--- src/rtl/ifu_pcgen_if.sv ---
// rtl/ifu_pcgen_if.sv - fetch request channel between the PC generator and the instruction cache
interface ifu_pcgen_if;
  logic [31:0] o_pc;
  logic        o_valid;
  logic        i_ready;
  logic        o_flush;
  logic        o_fencei;

  modport master (
    output o_pc,
    output o_valid,
    output o_flush,
    output o_fencei,
    input  i_ready
  );

  modport slave (
    input  o_pc,
    input  o_valid,
    input  o_flush,
    input  o_fencei,
    output i_ready
  );
endinterface

--- src/rtl/ifu_pcgen.sv ---
// rtl/ifu_pcgen.sv - next-PC generator and fetch-request stage feeding the instruction cache
module ifu_pcgen #(
  parameter logic [31:0] RESET_PC = 32'h3000_0000,
  parameter logic [31:0] PC_STEP  = 32'd4
) (
  input  logic        i_clock,
  input  logic        i_reset,
  input  logic        i_redirect_valid,
  input  logic [31:0] i_redirect_pc,
  input  logic        i_fencei_req,
  input  logic        i_stall,
  ifu_pcgen_if.master cache,
  output logic        o_misalign,
  output logic [31:0] o_fetch_count
);

  typedef enum logic [1:0] {
    ST_BOOT = 2'd0,
    ST_RUN  = 2'd1,
    ST_HALT = 2'd2
  } state_t;

  state_t      state_q, state_d;
  logic [31:0] pc_q, pc_d;
  logic        valid_q, valid_d;
  logic        misalign_q, misalign_d;
  logic        fencei_pending_q, fencei_pending_d;
  logic [31:0] count_q, count_d;

  logic fire;
  logic redirect;
  logic target_aligned;

  assign fire           = valid_q & cache.i_ready;
  assign redirect       = i_redirect_valid & (state_q != ST_BOOT);
  assign target_aligned = (i_redirect_pc[1:0] == 2'b00);

  always_ff @(posedge i_clock) begin
    if (!i_reset) begin
      state_q          <= ST_BOOT;
      pc_q             <= RESET_PC;
      valid_q          <= 1'b0;
      misalign_q       <= 1'b0;
      fencei_pending_q <= 1'b0;
      count_q          <= 32'd0;
    end else begin
      state_q          <= state_d;
      pc_q             <= pc_d;
      valid_q          <= valid_d;
      misalign_q       <= misalign_d;
      fencei_pending_q <= fencei_pending_d;
      count_q          <= count_d;
    end
  end

  always_comb begin
    state_d    = state_q;
    pc_d       = pc_q;
    valid_d    = valid_q;
    misalign_d = misalign_q;
    count_d    = count_q;
    // A fire under redirect is dropped by the cache, so it neither consumes the fence nor counts.
    fencei_pending_d = i_fencei_req | (fencei_pending_q & ~(fire & ~redirect));

    unique case (state_q)
      ST_BOOT: begin
        state_d = ST_RUN;
        valid_d = 1'b0;
      end
      ST_RUN, ST_HALT: begin
        if (redirect) begin
          pc_d = i_redirect_pc;
          if (target_aligned) begin
            state_d    = ST_RUN;
            valid_d    = ~i_stall;
            misalign_d = 1'b0;
          end else begin
            state_d    = ST_HALT;
            valid_d    = 1'b0;
            misalign_d = 1'b1;
          end
        end else if (state_q == ST_RUN) begin
          if (fire) begin
            pc_d    = pc_q + PC_STEP;
            count_d = (count_q == 32'hFFFF_FFFF) ? count_q : count_q + 32'd1;
          end
          // An outstanding request is never retracted; stall only blocks the next one.
          valid_d = (valid_q & ~fire) | ~i_stall;
        end else begin
          valid_d = 1'b0;
        end
      end
      default: begin
        state_d = ST_BOOT;
        valid_d = 1'b0;
      end
    endcase
  end

  assign cache.o_pc     = pc_q;
  assign cache.o_valid  = valid_q;
  assign cache.o_fencei = valid_q & fencei_pending_q;
  assign cache.o_flush  = i_redirect_valid;
  assign o_misalign     = misalign_q;
  assign o_fetch_count  = count_q;

endmodule

--- src/flat_wrapper.sv ---
// flat-port wrapper written by rule: the top's interface ports become plain ports
module ifu_pcgen_flat 
#(
  parameter logic [31:0] RESET_PC = 32'h3000_0000,
  parameter logic [31:0] PC_STEP  = 32'd4
)
  (i_clock, i_reset, i_redirect_valid, i_redirect_pc, i_fencei_req, i_stall, o_misalign, o_fetch_count, cache_o_pc, cache_o_valid, cache_o_flush, cache_o_fencei, cache_i_ready);
  ifu_pcgen_if cache_i ();
  input  logic i_clock;
  input  logic i_reset;
  input  logic i_redirect_valid;
  input  logic [31:0] i_redirect_pc;
  input  logic i_fencei_req;
  input  logic i_stall;
  output logic o_misalign;
  output logic [31:0] o_fetch_count;
  output wire logic [$bits(cache_i.o_pc)-1:0] cache_o_pc;
  output wire logic [$bits(cache_i.o_valid)-1:0] cache_o_valid;
  output wire logic [$bits(cache_i.o_flush)-1:0] cache_o_flush;
  output wire logic [$bits(cache_i.o_fencei)-1:0] cache_o_fencei;
  input wire logic [$bits(cache_i.i_ready)-1:0] cache_i_ready;
  assign cache_o_pc = cache_i.o_pc;
  assign cache_o_valid = cache_i.o_valid;
  assign cache_o_flush = cache_i.o_flush;
  assign cache_o_fencei = cache_i.o_fencei;
  assign cache_i.i_ready = cache_i_ready;
  ifu_pcgen #(.RESET_PC(RESET_PC), .PC_STEP(PC_STEP)) u_core (.i_clock(i_clock), .i_reset(i_reset), .i_redirect_valid(i_redirect_valid), .i_redirect_pc(i_redirect_pc), .i_fencei_req(i_fencei_req), .i_stall(i_stall), .cache(cache_i), .o_misalign(o_misalign), .o_fetch_count(o_fetch_count));
endmodule
--- config.mk ---
export PLATFORM = sky130hd
export DESIGN_NAME = ifu_pcgen_flat
export DESIGN_NICKNAME = d
export VERILOG_FILES = /design/src/rtl/ifu_pcgen_if.sv /design/src/rtl/ifu_pcgen.sv /design/src/flat_wrapper.sv
export SDC_FILE = /design/constraint.sdc
export NUM_CORES = 1
export LEC_CHECK = 0
export CAP_MARGIN = 20
export CORE_ASPECT_RATIO = 1.5
export CORE_MARGIN = 3
export CORE_UTILIZATION = 45
export DETAILED_ROUTE_END_ITERATION = 12
export PLACE_DENSITY = 0.84
export SYNTH_ARGS = -nofsm -noshare
export SYNTH_HDL_FRONTEND = slang
export SYNTH_SLANG_ARGS = --single-unit
--- constraint.sdc ---
create_clock -name i_clock -period 4.2 [get_ports i_clock]
set_input_delay 0.84 -clock i_clock [delete_from_list [all_inputs] [get_ports i_clock]]
set_output_delay 0.84 -clock i_clock [all_outputs]
set_load 0.01 [all_outputs]
# Word-level counts from Yosys, hierarchy flattened
# Cells that the tools add are included.
# totals
wordCells	45
register_bits	69
inputBits	38
output_inout_bits	68
# classes
eq_ne	4
n_mux	10
n_reduce_logical	10
bitwise_logic	13
add_sub_neg	2
# op_table
op	count
2-to-1 mux 32 bit	3
adder 32 x 1 -> 32 bit (second input constant)	1
adder 32 x 3 -> 32 bit (second input constant)	1
equality test 32 bit (second input constant)	1
AND 1 bit	6
nonzero test 2 bit	3
inverter 1 bit	5
AND reduction 5 bit	1
zero test 2 bit	2
2-to-1 mux 1 bit	4
2-to-1 mux 2 bit	2
one-hot mux 2 bit (2 select lines)	1
AND reduction 2 bit	2
AND reduction 3 bit	1
equality test 2 x 1 -> 1 bit (second input constant)	1
equality test 2 bit (second input constant)	1
!= test 2 x 1 -> 1 bit (second input constant)	1
bitwise OR 1 bit	2
OR reduction 2 bit	1

# Logic depth before layout (Yosys ltp)
# depth
ltp_word	7
mapped_depth	9
mapped_depth_nobuf	7

# Worst setup path before layout
# OpenSTA, ideal clock, no wires.
# synth_timing
kind	in2reg
start	input port i_redirect_valid
end	register u_core.count_q[23], in the netlist u_core.o_fetch_count[23]
path_buffers	1
setup_ps	70
cell_stages	6
setup_slack_ps	1840
arrival_time_ps	2289
required_ps	4130
path_cell_list	nand2b_1 nand4_1 or4_4 buf_6 or4_1 a21oi_1
# synth_via
elab_chain_cells	3
# synth_lines
item	line_no	text
start, declared	flat_wrapper.sv:11	input logic i_redirect_valid;
AND 1 bit	ifu_pcgen.sv:35	assign redirect = i_redirect_valid & (state_q != ST_BOOT);
inverter 1 bit	--	
AND reduction 5 bit (no source line)	--	
end signal, assigned	ifu_pcgen.sv:52	count_q <= count_d;
end, declared	ifu_pcgen.sv:28	logic [31:0] count_q, count_d;
# No other way between the ends.
# A chain may end at the register's enable or synchronous reset.

# Worst setup path in the final report
# layout_timing
start	input port i_redirect_valid
end	output port cache_o_flush
# layout_rtl
item	line_no	text
end, declared	flat_wrapper.sv:19	output wire logic [$bits(cache_i.o_flush)-1:0] cache_o_flush;
# No word-level cell between the ends.

==> key figures <==
Floorplan
  – Num rows: slightly above 40
  – Starting Density: a little under half
  – Core Region: approximately 0.0085 mm2
  – Die X: 82.8 um
  – Die ar.: 0.0100 mm2
  – IO Pins: 106
  – Chip Height: 121 um

Drt
  – Residual DRC: 0
  – Pre-Repair DR Iteration Count: 4
  – Average wire per standard cell: 16.7 um
  – Initial DRC Count: 341
  – Antenna Nets Post-Route: 0
  – Via density: 6.29
  – Post-Route WL: 11.9 mm
  – Vias: about 4,500

STA
  – Endpoints failing setup: 0
  – Crit share post-route: 65.6%
  – Hold slack: around 480 ps
  – Hold Violations, Final: 0
  – Slew @ Worst Pin: 923 ps
  – Tmin final: 2760 ps
  – RSZ-0062 raised after global routing: no
  – Clk_skew: 8.41 ps
  – Setup_tns: 0 ps
  – Fmax: approximately 0.36 GHz
  – Slew Limit Fails: 0
  – Slew HR: about two fifths

Critical path
  – Worst path max stage delay: around 550 ps
  – Critical-path top delay cell: clkdlybuf4s50_1
  – CP Buf/Inv Count: 2
  – CP Cell Sequence: clkdlybuf4s50_1 > clkdlybuf4s50_1
  – Crit Path Class: primary input to primary output
  – Crit path launch type: primary input
  – CP arrival: 1920 ps
  – Top Family by Delay on Critical Path: buffers and inverters
  – Top cell by count, worst path: clkdlybuf4s50_1
  – Worst setup EP type: primary output
  – Crit path max fanout: 3
  – Worst Path Required: 3360 ps

Power
  – Net Switching: 0.556 mW
  – Worst vdd ir: 0.000232 V
  – Lkg Pwr: 1.71 nW
  – Power Internal: ~1.3 mW
  – Clock Power Share: 35.5%
  – Seq pwr share: 41.0%
  – Power per cell area: roughly 350 mW/mm2
  – Combinational share of power: 23.5%
  – Switching fraction of total power: 30.2%

Yosys
  – Synth area leader: dfxtp_1
  – Async set-or-reset flop fraction in the synthesized netlist: 0%
  – Synth unique cells: 57
  – Yosys reg bits: 69
  – Mapped Area: 0.00398 mm2
  – Post-synth top area share: 34.7%
  – Synth Instances: roughly 510
  – Most area-consuming cells after synthesis: dfxtp_1 35%, a21oi_1 6.7%, o21ai_0 5.0%
  – Post-Syn Nets: roughly 560
  – Top_reg_cell synth: dfxtp_1
  – Sequential share of the synthesized area: 34.7%
  – Syn_area_per_cell: roughly 8 um2
  – Post-synth EDFFs: 0
  – Synth warn: 0

Hold path
  – Min-delay worst type: flip-flop to flip-flop

Placed design
  – HPWL after DPL: 8.30 mm
  – IO Port Bufs: ~110
  – RD Place Congestion: 0.856

Clock network
  – Reg clk slew, reported paths: 50 ps
  – Clock Latency Late Sink: 340 ps
  – H-tree depth: 3
  – Hold_buf cts: 0
  – Cts bufs inserted: 9
  – Clk sinks: 69
  – Clk buf depth: 2
  – Resize count post-CTS: 0
  – CTS root buf: clkbuf_16
  – CTS tree: yes
  – Postcts setup bufs: 0

GRT
  – Largest net degree at the start of global routing: 48
  – First-pass GRT wire length: 19.9 mm
  – Initial antenna violation count: 0
  – Vias in the first global route: 4,269
  – GRT Total Usage: a little under a quarter
  – GRT overflow: 0

Cells and area
  – Area Growth Syn to Fin: 33.6%
  – Flip-flop and latch area: around 0.0014 mm2
  – Share of cells above drive strength 1: around 6.5%
  – Ant. Diodes: 0
  – Fill cell count: 766
  – Nets: 645
  – Multi-input logic area: 0.00242 mm2

Outcome
  – Status: finished clean

Run
  – MaxCap Viol Count: 0
Yosys cell counts (2+ instances only):
| master | instances |
|---|---|
| ha_1 | 6 |
| and4_2 | 3 |
| and2_1 | 7 |
| buf_6 | 2 |
| clkbuf_8 | 2 |
| nor3_1 | 6 |
| or3_1 | 24 |
| nor2_1 | 35 |
| nor4b_1 | 2 |
| nand3_1 | 29 |
| nand2b_1 | 7 |
| a21o_1 | 5 |
| a22oi_1 | 5 |
| and3_1 | 15 |
| nor4_1 | 5 |
| or4_4 | 2 |
| o311ai_0 | 4 |
| o21a_1 | 3 |
| o22ai_1 | 3 |
| clkbuf_1 | 29 |
| and3_2 | 3 |
| nand2_1 | 48 |
| inv_1 | 6 |
| a311oi_1 | 6 |
| nor3b_1 | 2 |
| a31oi_1 | 6 |
| a21oi_1 | 53 |
| a32oi_1 | 2 |
| o221a_2 | 2 |
| a211oi_1 | 8 |
| o31ai_1 | 9 |
| a21boi_0 | 2 |
| nand4_1 | 21 |
| or4_1 | 7 |
| and4_1 | 7 |
| dfxtp_1 | 69 |
| mux2i_1 | 3 |
| o41ai_1 | 3 |
| o211ai_1 | 3 |
| o21ai_0 | 40 |
registers in the layout (all words and copies together), names as in the netlist:
register,count
u_core.fencei_pending_q,1
u_core.o_misalign,1
u_core.cache.o_pc,32
u_core.state_q,2
u_core.o_fetch_count,32
u_core.cache.o_valid,1
power by group through the flow:
| stage | Sequential [mW] | Clock, mW | Combinational [mW] |
|---|---|---|---|
| 3_5_place_dp | 0.764 | 0 | 0.428 |
| 2_1_floorplan | 0.768 | 0 | 0.240 |
| 4_1_cts | 0.751 | 0.658 | 0.431 |
| 6_report | 0.754 | 0.652 | 0.432 |
| 3_3_place_gp | 0.762 | 0 | 0.418 |
| 5_1_grt | 0.762 | 0.692 | 0.475 |
metal layers:
layer / GRT usage (%) / vias up / routed length, um
li1: - / 2125 / -
met1: 27.9 / 2094 / 4540
met2: 42.3 / 228 / 6070
met3: 4.42 / 25 / 960
met4: 10.6 / 0 / 306
met5: 0 / - / 0
metrics by stage:
stage / worst slack (ps) / utilization [%] / cell area, um2 / cells / power, mW
after CTS: 1440 / 62.4 / 5310 / 710 / 1.84
final: 1440 / 62.5 / 5320 / 711 / 1.84
after global placement: 1180 / 59.5 / 5070 / 696 / 1.18
after global routing: 1260 / 62.5 / 5320 / 711 / 1.93
after detailed placement: 1140 / 59.5 / 5070 / 696 / 1.19
after floorplan: 1840 / - / 3980 / 511 / 1.01
path summary, 6_finish.rpt:
check	startpoint	to	slack, ps	depth (start not counted)
max	i_redirect_valid	cache_o_flush	1440	2
min	u_core.cache.o_pc[0]	u_core.cache.o_pc[0]	480	2
max reg2reg	u_core.state_q[1]	u_core.o_fetch_count[15]	1730	8
min reg2reg	u_core.cache.o_pc[0]	u_core.cache.o_pc[0]	480	2
area by class of cell:
class | instances | share of cell area, %
clock buffer | 11 | 4.38
tap | 107 | 2.52
multi-input combinational | 401 | 45.4
inverter | 6 | 0.423
sequential | 69 | 26.0
timing repair buffer | 114 | 21.0
clock inverter | 3 | 0.282
cell families after synthesis:
kind of cell	share of synthesized area, %
AO/OA/AOI/OAI	24.3
buffers and inverters	4.87
AND/OR/NAND/NOR	33.0
adder cells (fa/ha/maj)	1.89
multiplexers	1.04
XOR/XNOR	0.220
flip-flops	34.7
worst min-delay path, cell delays in order, from the launching register on:
cell     delay [ps]
dfxtp_1         310
nand2_1          60
a21oi_1          60
cell usage in the layout, fill, tap and decap left out, drive strengths merged, types with 11 or more instances in the layout:
| master | netlist | routed |
|---|---|---|
| and3 | 18 | 18 |
| o21ai | 40 | 40 |
| nand3 | 29 | 29 |
| nor2 | 35 | 35 |
| nand4 | 23 | 23 |
| clkbuf | 31 | 11 |
| nand2 | 48 | 48 |
| dfxtp | 69 | 69 |
| a21oi | 53 | 53 |
| clkdlybuf4s50 | 0 | 105 |
| or3 | 25 | 25 |
No activity file was read; power rests on OpenSTA's default activity.
